==> config.mk <==
export PLATFORM = sky130hd
export DESIGN_NAME = seg_hex_disp
export DESIGN_NICKNAME = d
export VERILOG_FILES = /design/src/rtl/seg_hex_disp.sv
export SDC_FILE = /design/constraint.sdc
export NUM_CORES = 1
export LEC_CHECK = 0
export CAP_MARGIN = 20
export CORE_MARGIN = 2
export CORE_UTILIZATION = 57
export CTS_CLUSTER_DIAMETER = 60
export CTS_CLUSTER_SIZE = 16
export DETAILED_ROUTE_END_ITERATION = 12
export PLACE_DENSITY = 0.91
export SLEW_MARGIN = 20
export SYNTH_ARGS = -nofsm -noshare
export SYNTH_HDL_FRONTEND = slang
export SYNTH_SLANG_ARGS = --single-unit
==> constraint.sdc <==
create_clock -name clk -period 3.1 [get_ports clk]
set_input_delay 0.62 -clock clk [delete_from_list [all_inputs] [get_ports clk]]
set_output_delay 0.62 -clock clk [all_outputs]
set_load 0.02 [all_outputs]
==> src/rtl/seg_hex_disp.sv <==
// seg_hex_disp -- multi-digit seven-segment hex display driver.
//
// Captures a packed hex value plus per-digit decimal-point and blink masks
// on a write strobe and drives registered, active-low segment patterns.
// Until the first write after reset the display stays dark. Leading-zero
// blanking is controlled live by lzb_en, and a free-running divider
// produces the blink phase for digits whose blink bit is set.
//
// Ports
//   clk       : single clock, rising edge
//   rst       : synchronous, active-high reset
//   wr_en     : load strobe for wr_data, dp_in, blink_en
//   wr_data   : 4*DIGITS bits, nibble i drives digit i (digit 0 = LSB)
//   dp_in     : DIGITS bits, decimal point per digit, 1 = lit
//   blink_en  : DIGITS bits, blink enable per digit
//   lzb_en    : leading-zero blanking enable, used live (not latched)
//   seg_out   : 8*DIGITS bits, registered, active-low, digit i at
//               [8i+7:8i] ordered {a,b,c,d,e,f,g,dp}

module seg_hex_disp #(
    parameter int DIGITS    = 8,
    parameter int BLINK_DIV = 25000000
) (
    input  logic                  clk,
    input  logic                  rst,
    input  logic                  wr_en,
    input  logic [4*DIGITS-1:0]   wr_data,
    input  logic [DIGITS-1:0]     dp_in,
    input  logic [DIGITS-1:0]     blink_en,
    input  logic                  lzb_en,
    output logic [8*DIGITS-1:0]   seg_out
);

    localparam int CW = $clog2(BLINK_DIV);

    typedef enum logic {
        BLANK = 1'b0,
        SHOW  = 1'b1
    } state_t;

    state_t              state;
    logic [4*DIGITS-1:0] data_q;
    logic [DIGITS-1:0]   dp_q;
    logic [DIGITS-1:0]   blink_q;
    logic [CW-1:0]       blink_cnt;
    logic                blink_phase;
    logic [8*DIGITS-1:0] seg_next;

    // Active-low {a..g} pattern for one hex nibble.
    function automatic logic [6:0] hex_to_seg(input logic [3:0] nib);
        logic [6:0] s;
        case (nib)
            4'h0: s = 7'b0000001;
            4'h1: s = 7'b1001111;
            4'h2: s = 7'b0010010;
            4'h3: s = 7'b0000110;
            4'h4: s = 7'b1001100;
            4'h5: s = 7'b0100100;
            4'h6: s = 7'b0100000;
            4'h7: s = 7'b0001111;
            4'h8: s = 7'b0000000;
            4'h9: s = 7'b0000100;
            4'hA: s = 7'b0001000;
            4'hB: s = 7'b1100000;
            4'hC: s = 7'b0110001;
            4'hD: s = 7'b1000010;
            4'hE: s = 7'b0110000;
            default: s = 7'b0111000;
        endcase
        return s;
    endfunction

    // Next segment image, built from the registered state so a write or a
    // blink toggle at one edge shows up together at the following edge.
    logic       zero_run;
    logic [3:0] nib;
    logic [7:0] digit;

    always_comb begin
        // NOTE: every signal driven here gets a default first, so no path
        // leaves it unassigned and no latch is inferred.
        seg_next = '1;
        zero_run = lzb_en;
        nib      = '0;
        digit    = '1;
        // Walk from the most significant digit down; zero_run stays high
        // only while every nibble seen so far is zero. Digit 0 is exempt so
        // an all-zero value still shows a single "0".
        for (int i = DIGITS - 1; i >= 0; i--) begin
            nib = data_q[4*i +: 4];
            if (i != 0) begin
                zero_run = zero_run && (nib == 4'h0);
            end else begin
                zero_run = 1'b0;
            end
            // Leading-zero blanking clears a..g only; dp is kept.
            digit = {(zero_run ? 7'h7F : hex_to_seg(nib)), ~dp_q[i]};
            // Blink blanking takes the whole digit, dp included.
            if (blink_phase && blink_q[i]) begin
                digit = 8'hFF;
            end
            seg_next[8*i +: 8] = digit;
        end
        if (state == BLANK) begin
            seg_next = '1;
        end
    end

    always_ff @(posedge clk) begin
        if (rst) begin
            // NOTE: sequential state uses non-blocking assignments so every
            // register samples values from before this edge.
            state       <= BLANK;
            data_q      <= '0;
            dp_q        <= '0;
            blink_q     <= '0;
            blink_cnt   <= '0;
            blink_phase <= 1'b0;
            seg_out     <= '1;
        end else begin
            // Blink divider runs regardless of writes.
            if (blink_cnt == CW'(BLINK_DIV - 1)) begin
                blink_cnt   <= '0;
                blink_phase <= ~blink_phase;
            end else begin
                blink_cnt   <= blink_cnt + 1'b1;
            end

            if (wr_en) begin
                data_q  <= wr_data;
                dp_q    <= dp_in;
                blink_q <= blink_en;
                state   <= SHOW;
            end

            seg_out <= seg_next;
        end
    end

endmodule

==> results of run 1 <==
==> routing by layer <==
layer | share of wire, % | vias to the layer above
met5 | 0 | -
met4 | 3.3 | 0
met3 | 7.1 | 45
met2 | 50 | 219
met1 | 40 | 2588
li1 | - | 2656
==> cells by family (layout without fill, tap and decap cells) <==
kind of cell | after synthesis | in the layout | synth area share (%)
muxes | 62 | 62 | 10.2
adders and majority gates | 44 | 44 | 8.58
buffers and inverters | 69 | 181 | 4.17
xor gates and xnor gates | 12 | 12 | 1.64
DFF | 139 | 139 | 43.4
and+or+nand+nor | 249 | 249 | 19.3
AOI/OAI and AO/OA | 124 | 124 | 12.8
==> power by group through the flow <==
stage / registers, uW / clock network [uW] / logic [uW]
finish: 1960 / 2070 / 546
global route: 1980 / 2150 / 595
CTS: 1960 / 2080 / 544
detailed placement: 2000 / 0 / 533
global placement: 1990 / 0 / 508
floorplan: 2010 / 0 / 286
==> cell usage after synthesis (all sizes together) (2+ instances only) <==
cell and n:
xnor2 6, mux2i 53, inv 32, and2 5, or2 2, a211oi 2
mux2 7, a32oi 6, nand2 54, or3 5, dfxtp 139, and3 2
nor3 5, clkbuf 33, nand3 26, nand4 9, nor2 89, nand3b 10
o21ai 33, nor3b 3, o311ai 17, nor2b 10, o31ai 9, o21a 2
or4 9, a22oi 2, a211o 2, xor2 6, a21boi 2, a21oi 27
ha 44, buf 4, and4 5, o211ai 19, mux4 2, nand2b 11
==> sequential cells by signal (all words and copies together) (netlist names) <==
name / cells
seg_out: 64
blink_q: 8
dp_q: 8
data_q: 32
blink_phase: 1
blink_cnt: 25
state: 1
==> through the flow <==
step	hold slack, ns	worst slack [ns]
2_1_floorplan	0.357	1.25
3_3_place_gp	0.362	0.757
3_5_place_dp	0.368	0.654
4_1_cts	0.381	0.960
5_1_grt	0.391	0.775
6_report	0.380	0.939
==> final cells by class <==
cell class | count | area [um2]
Clock inverter | 6 | 108
Timing Repair Buffer | 118 | 1180
Fill cell | 697 | 2660
Tap cell | 140 | 175
Multi-Input combinational cell | 491 | 3360
Clock buffer | 25 | 504
Inverter | 32 | 120
Sequential cell | 139 | 2780
==> worst paths after layout <==
kind,from,to,slack (ns),cells past startpoint
hold / removal,dp_q[2],seg_out[16],0.38,1
setup / recovery,data_q[29],seg_out[20],0.94,6
hold reg to reg,dp_q[2],seg_out[16],0.38,1
setup reg to reg,data_q[29],seg_out[20],0.94,6
==> flow_summary.json, run 1 <==
{
  "core_um2": 10900,
  "io_pins": 116,
  "critical_path.endpoint_type": "flop",
  "layout_common_cells": "dfxtp_1 (139), clkdlybuf4s50_1 (113), nor2_1 (89)",
  "grtUsageTotal_pct": 26.5,
  "cts_resized": 0,
  "final_area_um2": 8230,
  "rows": 38,
  "status": "completed",
  "grt_max_degree": 52,
  "cts.sinks": 139,
  "wl_per_cell_um": 16.2,
  "drive_above_1_share_pct": 6.17,
  "gr-total-overflow": 0,
  "combPwrFrac_pct": 11.9,
  "ys_types": 51,
  "vias": 5508,
  "max_stage_delay_ns": 0.48,
  "power_density_nw_per_um2": 556,
  "synth_area_leaders": "dfxtp_1 (43%), ha_1 (8.6%), mux2i_1 (8.3%)",
  "cts_setup_buffers": 0,
  "leakage_uw": 0.00322,
  "clk_latency_ns": 0.54,
  "arrival_ns": 2.64,
  "place.port_buffers": 115,
  "start_util_pct": 58.9,
  "use_met3_pct": 6.53,
  "holdCritPathClass": "flop to flop",
  "fmax_ghz": 0.463,
  "final_common_cell": "dfxtp_1",
  "die_area_um2": 12100,
  "power_frac_seq_pct": 42.9,
  "final_util_pct": 75.6,
  "grtUsageMet1_pct": 29.9,
  "placed_area_um2": 7620,
  "cts_buffers": 17,
  "critPathTopFamily": "simple AND/OR/NAND/NOR gates",
  "finClkSkew_ns": 0.00934,
  "required_ns": 3.57,
  "cts_tree": "yes",
  "path_buf_inv": 1,
  "ys_ff_latch": 139,
  "final_cell_count_no_fill": 951,
  "syn-mean-instance-area_um2": 9.18,
  "fp.dieW_um": 110,
  "synth_enable_flop_cells": 0,
  "busiest_layer": "met2",
  "maxCapViolCount": 0,
  "clk_pin_slew_ns": 0.06,
  "grt_pass1_vias": 5292,
  "start_kind": "flop",
  "synth_largest_area_cell": "dfxtp_1",
  "irDropWorstVdd_v": 0.000531,
  "drt_iter0_drc": 428,
  "drt_first_pass_iters": 5,
  "setup_viol": 0,
  "hold_buffers": 0,
  "syn_inst": 699,
  "antenna_left": 0,
  "n_antenna_cell": 0,
  "grt_pass1_wl_um": 24700,
  "remaining_drc_errors": 0,
  "fin_crit_sh_pct": 69.7,
  "use_met2_pct": 46.5,
  "wl_um": 15400,
  "async_flop_share_pct": 0,
  "grt_antenna_before_repair": 0,
  "dp_hpwl_um": 10500,
  "ys.warnings.count": 0,
  "report.final.slew_viol_count": 0,
  "cts_buffer_depth": 2,
  "p_sw_uw": 1090,
  "globalplace.congestion": 0.843,
  "worstMarginPinSlew_ns": 0.722,
  "final.setup.tns_ns": 0,
  "syn_area_um2": 6410,
  "cpMaxStageDelayCell": "nor4bb_1",
  "die-height_um": 110,
  "slew_headroom_pct": 51.9,
  "nets": 895,
  "syn_nets": 795,
  "clock_power_share_pct": 45.2,
  "timing.final.crit_period_ns": 2.16,
  "synth_ff_type": "dfxtp_1",
  "routed_via_density": 5.79,
  "critPathKind": "flop to flop",
  "synth.top_cell.area_share_pct": 43.4,
  "power_uw": 4580,
  "hold_violations": 0,
  "critPathMaxFanout": 7,
  "swShare_pct": 23.8,
  "cts-root-buf": "clkbuf_8",
  "worstPathCellList": "inv_1, ha_1, nor4bb_1, and4_1, nand4_1, nand3b_1",
  "p_int_uw": 3490,
  "syn2layout_area_growth_pct": 28.3,
  "cts_max_level": 4,
  "rsz0062_at_grt": "no",
  "place_inst": 920,
  "ys_seq_area_share_pct": 43.4
}
No activity file was read; power rests on OpenSTA's default activity.
==> run 2, diff against run 1 <==
- CORE_UTILIZATION: 57 -> 48
- PLACE_DENSITY: 0.91 -> 0.82
- clock period: 3.1 -> 1.8 ns (I/O delays scaled with it)
==> flow_summary.json, run 2 (synthesized netlist as in run 1, its figures left out) <==
{
  "setup_viol": 0,
  "rr_worst_depth": 5,
  "hold_violations": 0,
  "grt_antenna_before_repair": 0,
  "maxCapViolCount": 0,
  "cts_tree": "yes",
  "vias": 5581,
  "rsz0062_at_grt": "yes",
  "n_antenna_cell": 0,
  "power_density_nw_per_um2": 954,
  "final_area_um2": 8920,
  "multi_input_area_um2": 3460,
  "clk_pin_slew_ns": 0.06,
  "cts.sinks": 139,
  "cts-root-buf": "clkbuf_16",
  "critPathKind": "flop to flop",
  "r2r_start": "blink_cnt[2]",
  "grt_pass1_vias": 5179,
  "timing.final.crit_period_ns": 1.76,
  "clk_latency_ns": 0.41,
  "regArea_um2": 2800,
  "hold_buffers": 0,
  "finClkSkew_ns": 0.00872,
  "gr-total-overflow": 0,
  "io_pins": 116,
  "regMostFlops": "seg_out",
  "fmax_ghz": 0.568,
  "routed_via_density": 5.34,
  "fp.dieW_um": 120,
  "drt_first_pass_iters": 5,
  "cts_buffers": 17,
  "grt_pass1_wl_um": 25200,
  "drive_above_1_share_pct": 15.4,
  "layout_common_cells": "dfxtp_1 (133), clkdlybuf4s50_1 (113), nor2_1 (89)",
  "grtUsageTotal_pct": 21.9,
  "holdCritPathClass": "flop to flop",
  "dp_hpwl_um": 10300,
  "remaining_drc_errors": 0,
  "wl_per_cell_um": 15.3,
  "hold_start": "dp_q[0]",
  "power_uw": 8510,
  "worstMarginPinSlew_ns": 0.612,
  "grt_max_degree": 52,
  "globalplace.congestion": 0.882,
  "cts_max_level": 4,
  "final_common_cell": "dfxtp_1",
  "regToRegSetupSlack_ns": 0.04,
  "final_cell_count_no_fill": 1046,
  "drt_iter0_drc": 478,
  "die-height_um": 120,
  "fillCellCount": 906,
  "core_um2": 13100,
  "antenna_left": 0,
  "placed_area_um2": 8070,
  "critPathMaxFanout": 8,
  "arrival_ns": 2.11,
  "nets": 953,
  "fin_crit_sh_pct": 97.8,
  "cts_buffer_depth": 2,
  "report.final.slew_viol_count": 0,
  "status": "completed",
  "place.port_buffers": 115,
  "largest_registers": "seg_out: 64 flops, data_q: 32 flops, blink_cnt: 25 flops",
  "die_area_um2": 14300,
  "wl_um": 16100,
  "required_ns": 2.15,
  "start_kind": "flop",
  "whs_path_depth": 1,
  "syn2layout_area_growth_pct": 39.0,
  "r2r_end": "blink_cnt[13]",
  "critical_path.endpoint_type": "flop",
  "whs_endpoint": "seg_out[0]",
  "irDropWorstVdd_v": 0.000650,
  "leakage_uw": 0.00357,
  "rows": 42,
  "place_inst": 1010,
  "final_util_pct": 67.9,
  "start_util_pct": 48.8,
  "slew_headroom_pct": 59.2,
  "largest_reg_flops": 64
}
[run 2: worst max path at each step]
stage | start | end | slack (ns)
after floorplan | blink_cnt[0] | blink_cnt[10] | 0.02
after detailed placement | lzb_en | seg_out[31] | -0.29
final | blink_cnt[2] | blink_cnt[13] | 0.04
after global routing | blink_cnt[0] | blink_phase | -0.02
after global placement | lzb_en | seg_out[31] | -0.26
after CTS | data_q[28] | seg_out[55] | 0.006
[run 2: cell type report]
cell class	instances	area share, %
inverters	32	1.35
clock buffers	18	4.81
multi-input cells	491	38.9
repair buffers	176	18.2
clock inverters	14	2.97
well taps	176	2.47
flip-flops and latches	139	31.3
[run 2: worst max-delay path, cell delays in order (launching register included)]
cell	delay [ns]
dfxtp_4	0.37
nand3_4	0.07
or4_4	0.60
buf_4	0.18
or3_1	0.33
a21oi_1	0.13
[run 2: what timing repair did]
item / CTS / global route
pin swaps: 1 / 8
gates resized for setup: 5 / 31
setup buffers: 2 / 1
gates cloned: 0 / 1
setup endpoints to repair: 28 / 49
[run 2: per-layer routing]
layer	share of wire, %	up-vias	GRT usage [%]
met1	45	2632	28.1
met2	49	168	36.5
met4	1.0	0	6.40
met3	5.0	14	5.47
li1	-	2767	-
met5	0	-	0
[run 2: through the flow]
step	setup TNS [ns]	hold slack, ns	setup slack [ns]
2_1_floorplan	0	0.357	0.0193
3_3_place_gp	-5.61	0.362	-0.256
3_5_place_dp	-6.74	0.365	-0.289
4_1_cts	0	0.375	0.00558
5_1_grt	-0.0622	0.384	-0.0172
6_report	0	0.376	0.0397
[run 2: power by group]
group	internal [uW]	total (uW)	switching (uW)
combinational	530	1090	562
clock	2750	4100	1350
sequential	3230	3320	93.3
total	6500	8510	2010
==> run 3, diff against run 2 <==
- SKIP_CTS_REPAIR_TIMING: default -> 1
==> flow_summary.json, run 3 (synthesized netlist as in run 1, its figures left out) <==
{
  "cp-startpoint": "blink_cnt[5]",
  "globalplace.congestion": 0.882,
  "clk_latency_ns": 0.42,
  "p_int_uw": 6510,
  "core_um2": 13100,
  "grt_max_degree": 52,
  "holdCritPathClass": "flop to flop",
  "routed_via_density": 5.44,
  "cts_max_level": 4,
  "antenna_left": 0,
  "critPathMaxFanout": 7,
  "r2r_end": "blink_cnt[23]",
  "cts_buffers": 17,
  "place.port_buffers": 115,
  "p_sw_uw": 2020,
  "swShare_pct": 23.7,
  "vias": 5692,
  "syn2layout_area_growth_pct": 39.0,
  "clock_power_share_pct": 48.2,
  "setup_viol": 1,
  "grtUsageTotal_pct": 21.8,
  "dp_hpwl_um": 10300,
  "regToRegSetupSlack_ns": -0.07,
  "nets": 953,
  "gr-total-overflow": 0,
  "report.final.slew_viol_count": 0,
  "worstMarginPinSlew_ns": 0.608,
  "worstPathCellList": "nand4_2, or4_4, buf_4, o31ai_1, a21oi_2",
  "layout_common_cells": "dfxtp_1 (132), clkdlybuf4s50_1 (113), nor2_1 (89)",
  "critPathKind": "flop to flop",
  "finClkSkew_ns": 0.0106,
  "start_kind": "flop",
  "fin_crit_sh_pct": 104,
  "combPwrFrac_pct": 12.8,
  "die-height_um": 120,
  "grt_pass1_wl_um": 25200,
  "wl_um": 16300,
  "die_area_um2": 14300,
  "required_ns": 2.09,
  "cts.sinks": 139,
  "leakage_uw": 0.00357,
  "drive_above_1_share_pct": 15.3,
  "hold_violations": 0,
  "slew_headroom_pct": 59.5,
  "n_antenna_cell": 0,
  "drt_iter0_drc": 501,
  "maxCapViolCount": 0,
  "remaining_drc_errors": 0,
  "rows": 42,
  "grt_antenna_before_repair": 0,
  "timing.final.crit_period_ns": 1.87,
  "status": "finished with violations",
  "violations": "setup timing",
  "pre_cts_ws_ns": -0.289,
  "r2r_start": "blink_cnt[5]",
  "largest_reg_flops": 64,
  "max_stage_delay_ns": 0.56,
  "fp.dieW_um": 120,
  "cts_tree": "yes",
  "grt_pass1_vias": 5171,
  "power_frac_seq_pct": 39.0,
  "largest_registers": "seg_out: 64 flops, data_q: 32 flops, blink_cnt: 25 flops",
  "start_util_pct": 48.8,
  "cts-root-buf": "clkbuf_16",
  "wl_per_cell_um": 15.6,
  "fmax_ghz": 0.535,
  "final_common_cell": "dfxtp_1",
  "clk_pin_slew_ns": 0.06,
  "regMostFlops": "seg_out",
  "setup_ws_ns": -0.0679,
  "cpMaxStageDelayCell": "or4_4",
  "power_density_nw_per_um2": 956,
  "drt_first_pass_iters": 5,
  "crit_end": "blink_cnt[23]",
  "io_pins": 116,
  "irDropWorstVdd_v": 0.000652,
  "critical_path.endpoint_type": "flop",
  "final_util_pct": 67.8,
  "cts_buffer_depth": 2,
  "arrival_ns": 2.16,
  "rr_worst_depth": 5
}
-- run 3: worst min-delay path by stage --
stage,depth (start not counted),slack [ns],to,start
after CTS,1,0.37,seg_out[0],dp_q[0]
final,1,0.38,seg_out[0],dp_q[0]
after global routing,1,0.38,seg_out[0],dp_q[0]
after floorplan,1,0.36,seg_out[0],dp_q[0]
after global placement,1,0.36,seg_out[48],dp_q[6]
after detailed placement,1,0.36,seg_out[16],dp_q[2]
-- run 3: area by class of cell --
| type | instances | area (um2) |
|---|---|---|
| clock buffers | 18 | 429 |
| clock inverters | 14 | 265 |
| fillers | 908 | 4220 |
| inverters | 32 | 120 |
| multi-input cells | 491 | 3460 |
| flip-flops and latches | 139 | 2800 |
| well taps | 176 | 220 |
| repair buffers | 176 | 1620 |
-- run 3: worst max-delay path, delay by kind of cell (launching register included) --
| kind | cells | cell delay (ns) |
|---|---|---|
| and+or+nand+nor | 2 | 0.68 |
| AOI/OAI and AO/OA | 2 | 0.51 |
| DFF | 1 | 0.38 |
| buffers and inverters | 1 | 0.17 |
-- run 3: power by group through the flow --
stage | clock, uW | sequential (uW) | combinational [uW]
6_report | 4110 | 3320 | 1090
5_1_grt | 4300 | 3340 | 1190
4_1_cts | 4140 | 3310 | 1060
3_5_place_dp | 0 | 3380 | 1040
3_3_place_gp | 0 | 3370 | 1030
2_1_floorplan | 0 | 3470 | 492
-- run 3: metrics by stage --
| stage | cell area [um2] | total power [uW] | TNS, ns | cells | hold slack (ns) |
|---|---|---|---|---|---|
| after floorplan | 6410 | 3960 | 0 | 699 | 0.357 |
| after global placement | 8070 | 4400 | -5.61 | 1010 | 0.362 |
| after detailed placement | 8070 | 4420 | -6.74 | 1010 | 0.365 |
| after CTS | 8760 | 8510 | -2.11 | 1042 | 0.375 |
| after global routing | 8910 | 8820 | -0.139 | 1046 | 0.384 |
| final | 8910 | 8520 | -0.0679 | 1046 | 0.377 |
-- run 3: metal layers --
layer	routed length, um	track usage [%]	vias up
met3	1060	5.56	29
met2	7860	36.2	205
li1	-	-	2772
met4	309	6.40	0
met5	0	0	-
met1	7060	28.0	2686
